**src/rtl/button_ctrl.sv**
```systemverilog
// Multi-button input controller.
// One prescaler tick is shared by all buttons. Each button is synchronised and
// debounced in tick units, and then drives a press / long-press / auto-repeat
// sequencer. All event outputs are registered one-cycle pulses.
module button_ctrl #(
  parameter int BTN_CNT    = 4,
  parameter int TICK_DIV   = 100000,
  parameter int DB_TICKS   = 5,
  parameter int HOLD_TICKS = 500,
  parameter int RPT_TICKS  = 100,
  parameter bit ACT_LOW    = 1'b0
) (
  input  logic               clk,
  input  logic               rst,
  input  logic [BTN_CNT-1:0] btn_in,
  output logic [BTN_CNT-1:0] btn,
  output logic [BTN_CNT-1:0] ondn,
  output logic [BTN_CNT-1:0] onup,
  output logic [BTN_CNT-1:0] hold,
  output logic [BTN_CNT-1:0] rpt,
  output logic               tick
);

  localparam int PS_W  = (TICK_DIV > 1) ? $clog2(TICK_DIV) : 1;
  localparam int DB_W  = (DB_TICKS > 1) ? $clog2(DB_TICKS) : 1;
  localparam int H_MAX = (HOLD_TICKS > RPT_TICKS) ? HOLD_TICKS : RPT_TICKS;
  localparam int H_W   = (H_MAX > 1) ? $clog2(H_MAX) : 1;

  localparam logic [PS_W-1:0] PS_LAST   = PS_W'(TICK_DIV - 1);
  localparam logic [DB_W-1:0] DB_LAST   = DB_W'(DB_TICKS - 1);
  localparam logic [H_W-1:0]  HOLD_LAST = H_W'(HOLD_TICKS - 1);
  localparam logic [H_W-1:0]  RPT_LAST  = H_W'(RPT_TICKS - 1);

  localparam logic [1:0] ST_IDLE      = 2'd0;
  localparam logic [1:0] ST_WAIT_HOLD = 2'd1;
  localparam logic [1:0] ST_REPEAT    = 2'd2;

  logic [PS_W-1:0]    ps_cnt;
  logic [BTN_CNT-1:0] sync_p0;
  logic [BTN_CNT-1:0] sync_p1;
  logic [BTN_CNT-1:0] s;

  // Shared prescaler: wraps every TICK_DIV cycles, tick is the registered wrap.
  always_ff @(posedge clk or posedge rst) begin
    if (rst) begin
      ps_cnt <= '0;
      tick   <= 1'b0;
    end else begin
      tick <= (ps_cnt == PS_LAST);
      if (ps_cnt == PS_LAST) ps_cnt <= '0;
      else                   ps_cnt <= ps_cnt + PS_W'(1);
    end
  end

  // Two-flop synchroniser for the raw asynchronous inputs.
  always_ff @(posedge clk or posedge rst) begin
    if (rst) begin
      sync_p0 <= '0;
      sync_p1 <= '0;
    end else begin
      sync_p0 <= btn_in;
      sync_p1 <= sync_p0;
    end
  end

  // Polarity is normalised after synchronisation so downstream logic is active-high.
  assign s = sync_p1 ^ {BTN_CNT{ACT_LOW}};

  for (genvar i = 0; i < BTN_CNT; i++) begin : g_btn
    logic [DB_W-1:0] db_cnt;
    logic [H_W-1:0]  h_cnt;
    logic [1:0]      state;
    logic            btn_r;
    logic            ondn_r;
    logic            onup_r;
    logic            hold_r;
    logic            rpt_r;
    logic            accept;
    logic            rise;
    logic            fall;

    // A new level is accepted on the tick that completes DB_TICKS mismatched ticks.
    assign accept = tick && (s[i] != btn_r) && (db_cnt == DB_LAST);
    assign rise   = accept &  s[i];
    assign fall   = accept & ~s[i];

    // Debounce counter, debounced level and press/release pulses.
    always_ff @(posedge clk or posedge rst) begin
      if (rst) begin
        db_cnt <= '0;
        btn_r  <= 1'b0;
        ondn_r <= 1'b0;
        onup_r <= 1'b0;
      end else begin
        ondn_r <= rise;
        onup_r <= fall;
        if (s[i] == btn_r) begin
          db_cnt <= '0;
        end else if (tick) begin
          if (db_cnt == DB_LAST) begin
            btn_r  <= ~btn_r;
            db_cnt <= '0;
          end else begin
            db_cnt <= db_cnt + DB_W'(1);
          end
        end
      end
    end

    // Press/hold/repeat sequencer; an accepted release overrides any expiry.
    always_ff @(posedge clk or posedge rst) begin
      if (rst) begin
        state  <= ST_IDLE;
        h_cnt  <= '0;
        hold_r <= 1'b0;
        rpt_r  <= 1'b0;
      end else begin
        hold_r <= 1'b0;
        rpt_r  <= 1'b0;
        if (fall) begin
          state <= ST_IDLE;
          h_cnt <= '0;
        end else begin
          case (state)
            ST_IDLE: begin
              if (rise) begin
                state <= ST_WAIT_HOLD;
                h_cnt <= '0;
              end
            end
            ST_WAIT_HOLD: begin
              if (tick) begin
                if (h_cnt == HOLD_LAST) begin
                  hold_r <= 1'b1;
                  h_cnt  <= '0;
                  state  <= ST_REPEAT;
                end else begin
                  h_cnt <= h_cnt + H_W'(1);
                end
              end
            end
            ST_REPEAT: begin
              if (tick) begin
                if (h_cnt == RPT_LAST) begin
                  rpt_r <= 1'b1;
                  h_cnt <= '0;
                end else begin
                  h_cnt <= h_cnt + H_W'(1);
                end
              end
            end
            default: begin
              state <= ST_IDLE;
              h_cnt <= '0;
            end
          endcase
        end
      end
    end

    assign btn[i]  = btn_r;
    assign ondn[i] = ondn_r;
    assign onup[i] = onup_r;
    assign hold[i] = hold_r;
    assign rpt[i]  = rpt_r;
  end

endmodule

```
**config.mk**
```make
export PLATFORM = sky130hd
export DESIGN_NAME = button_ctrl
export DESIGN_NICKNAME = d
export VERILOG_FILES = /design/src/rtl/button_ctrl.sv
export SDC_FILE = /design/constraint.sdc
export NUM_CORES = 1
export LEC_CHECK = 0
export CAP_MARGIN = 20
export CORE_MARGIN = 2
export CORE_UTILIZATION = 55
export DETAILED_ROUTE_END_ITERATION = 12
export PLACE_DENSITY = 0.82
export SETUP_SLACK_MARGIN = 0.15
export SYNTH_ARGS = -nofsm -noshare
export SYNTH_HDL_FRONTEND = slang
export SYNTH_SLANG_ARGS = --single-unit
```
**constraint.sdc**
```tcl
create_clock -name clk -period 3.25 [get_ports clk]
set_input_delay 0.4875 -clock clk [delete_from_list [all_inputs] [get_ports clk]]
set_output_delay 0.4875 -clock clk [all_outputs]
set_load 0.01 [all_outputs]
```
==> flow_metrics.tcl <==
set metrics [dict create \
    worstSetupEndpointType "output pin" \
    wl_met3_um 385 \
    root_buffer "clkbuf_8" \
    setup_ws_ns 0.786 \
    die_area_um2 10700 \
    route.met2.wl_um 4510 \
    cts_tree "built" \
    synth_edf_count 0 \
    relSlewSlack_pct 61.0 \
    first_global_vias 3808 \
    antenna_cells 0 \
    ant_nets 0 \
    grt_max_degree 103 \
    crit_fanout 18 \
    met1Wirelength_um 4490 \
    yosysWarnings 0 \
    die_x_um 104 \
    r2r-end "g_btn[3].h_cnt[4]" \
    async_reset_ff_share_pct 100 \
    setup_viol 0 \
    rr_worst_depth 5 \
    io-pin-count 27 \
    wl_per_cell_um 13.4 \
    start_util_pct 56.4 \
    regToRegStartpoint "tick" \
    tightest_slew_ns 0.585 \
    layout_min_cycle_time_ns 2.46 \
    crit_type "flip-flop to output pin" \
    finalHoldViolations 0 \
    htree_levels 3 \
    avgSynthCellArea_um2 9.73 \
    min_period_over_period_pct 75.8 \
    wirelength_um 9500 \
    hold_buffers 0 \
    vias 4002 \
    p_switching_w 0.000454 \
    drt_iter0_markers 183 \
    rsz0062_at_grt "no" \
    antenna_found_initial 0 \
    min_path_cells 0 \
    nets 606 \
    max-cap-violations 0 \
    clk_latency_ns 0.38 \
    routed.top_layer "met4" \
    gr-total-overflow 0 \
    power_frac_clock_pct 35.4 \
    rows 36 \
    vdd_ir_drop_max_uv 239 \
    start_kind "flip-flop" \
    drv_slew 0 \
    grtUsageTotal_pct 18.8 \
    post-route-util_pct 60.9 \
    die_y_um 104 \
    drive_gt1_share_pct 8.33 \
    final_common_cell "dfrtp_1" \
    r2r_slack_ns 0.91 \
    pwr-share-comb_pct 1.9 \
    cp_data_arrival_time_ns 1.98 \
    mostFrequentLayoutCells "dfrtp_1 (102), nand2_1 (59), nor2_1 (50)" \
    postCtsResizedCells 0 \
    ys_types 64 \
    path_cells "buf_4 > clkdlybuf4s50_1" \
    synth_seq_area_share_pct 46.8 \
    p_seq_share_pct 62.7 \
    synthesis.nets 596 \
    port_buffers 26 \
    dp_slack_ns 0.940 \
    hp-start "sync_p0[3]" \
    grt_first_pass_wirelength_um 16900 \
    tns_ns 0 \
    cp_data_required_time_ns 2.76 \
    p_per_area_nw_per_um2 346 \
    post-cts-setup-buffer-count 0 \
    cts_max_path_buffers 2 \
    cts_made_buffers 9 \
    core-area_um2 9680 \
    path_clk_slew_ns 0.10 \
    hp-class "flip-flop to flip-flop" \
    dr.pass1.iters 4 \
    avgViaCountPerCell 5.64 \
    min_to "s[3]" \
    fmax_mhz 406 \
    p_leak_nw 2.48 \
    slowest_stage "dfrtp_1" \
    drc 0 \
    finClkSkew_ns 0.0136 \
    cp_slowest_stage_delay_ns 0.73 \
    synth_area_um2 5460 \
    outcome "finished, final reports clean" \
    total_power_w 0.00204 \
    synth_seq_cells 102 \
    syn2layout_area_growth_pct 8.04 \
    switching_share_pct 22.3 \
    clock_sinks 102 \
    gp_congestion 0.881 \
    synth_top_flop_cell "dfrtp_1" \
    netlist_instances 561 \
    intPower_w 0.00158 \
    hpwlAfterDp_um 6830 \
]
[area by class of cell]
cell class                      instances  area [µm²]
Fill cell                             782        3790
Multi-Input combinational cell        394        2580
Sequential cell                       102        2550
Timing Repair Buffer                   28         288
Tap cell                              133         166
Clock buffer                           11         141
Inverter                               36         139
Clock inverter                          5        35.0
[power by group through the flow]
stage	Clock (W)	Combinational [W]	Sequential, W
floorplan	0	0.0000250	0.00130
global placement	0	0.0000416	0.00130
detailed placement	0	0.0000419	0.00130
CTS	0.000748	0.0000420	0.00128
global route	0.000800	0.0000470	0.00128
finish	0.000721	0.0000397	0.00128
[Yosys cell counts (3+ instances only)]
cell type	number	area share (%)
a21o_1	6	0.83
a21oi_1	24	2.2
a22o_1	4	0.64
and3_1	10	1.1
buf_2	3	0.27
buf_4	22	3.0
clkbuf_1	4	0.27
dfrtp_1	102	47
ha_1	29	6.6
inv_1	35	2.4
mux2_2	4	0.83
mux2i_1	7	1.3
nand2_1	59	4.1
nand2b_1	7	0.80
nand3_1	37	3.4
nand4_1	12	1.4
nand4bb_1	3	0.62
nor2_1	50	3.4
nor2b_1	4	0.46
nor3_1	13	1.2
o21ai_0	20	1.8
o21ai_1	17	1.6
o22ai_1	3	0.34
o2bb2ai_1	3	0.48
o311ai_1	3	0.48
o311ai_2	6	1.8
or2_2	4	0.46
or3_1	5	0.57
xnor2_1	11	1.8
xor2_1	9	1.4
[worst max path at each step]
stage                                   end                from  slack [ns]
after global placement    g_btn[3].h_cnt[3]                tick        1.03
final                                  tick                tick        0.79
after floorplan           g_btn[3].h_cnt[3]  g_btn[3].db_cnt[0]        1.44
after detailed placement  g_btn[3].h_cnt[8]                tick        0.94
after CTS                              tick                tick        0.76
after global routing                   tick                tick        0.67
[through the flow]
stage | std cells | cell area, µm² | hold WS, ns
after global placement | 693 | 5720 | 0.336
after global routing | 709 | 5900 | 0.361
final | 709 | 5900 | 0.340
after CTS | 709 | 5900 | 0.349
after floorplan | 561 | 5460 | 0.331
after detailed placement | 693 | 5720 | 0.337
[critical path, delay by kind of cell (launching register included)]
family	cells	cell delay [ns]
buffers and inverters	2	0.87
DFF	1	0.73
[flip-flops by register name, indices dropped and copies added, names as in the netlist]
| register | cells |
|---|---|
| g_btn.state | 8 |
| g_btn.rpt_r | 4 |
| g_btn.onup_r | 4 |
| g_btn.h_cnt | 36 |
| g_btn.ondn_r | 4 |
| ps_cnt | 17 |
| g_btn.db_cnt | 12 |
| sync_p0 | 4 |
| s | 4 |
| g_btn.btn_r | 4 |
| tick | 1 |
| g_btn.hold_r | 4 |
[logic make-up (layout without fill, tap and decap cells)]
logic type,Yosys count,after routing,share of synthesized area [%]
buffers and inverters,65,80,6.05
DFF,102,102,46.8
muxes,11,11,2.11
xor gates and xnor gates,20,20,3.21
and+or+nand+nor,220,220,20.4
adders and majority gates,29,29,6.65
AOI/OAI and AO/OA,114,114,14.8
[routing by layer]
metal / vias up / GRT usage [%]
li1: 1979 / -
met3: 12 / 5.60
met4: 0 / 4.73
met5: - / 0
met2: 61 / 31.0
met1: 1950 / 24.5
No activity file was read; power rests on OpenSTA's default activity.
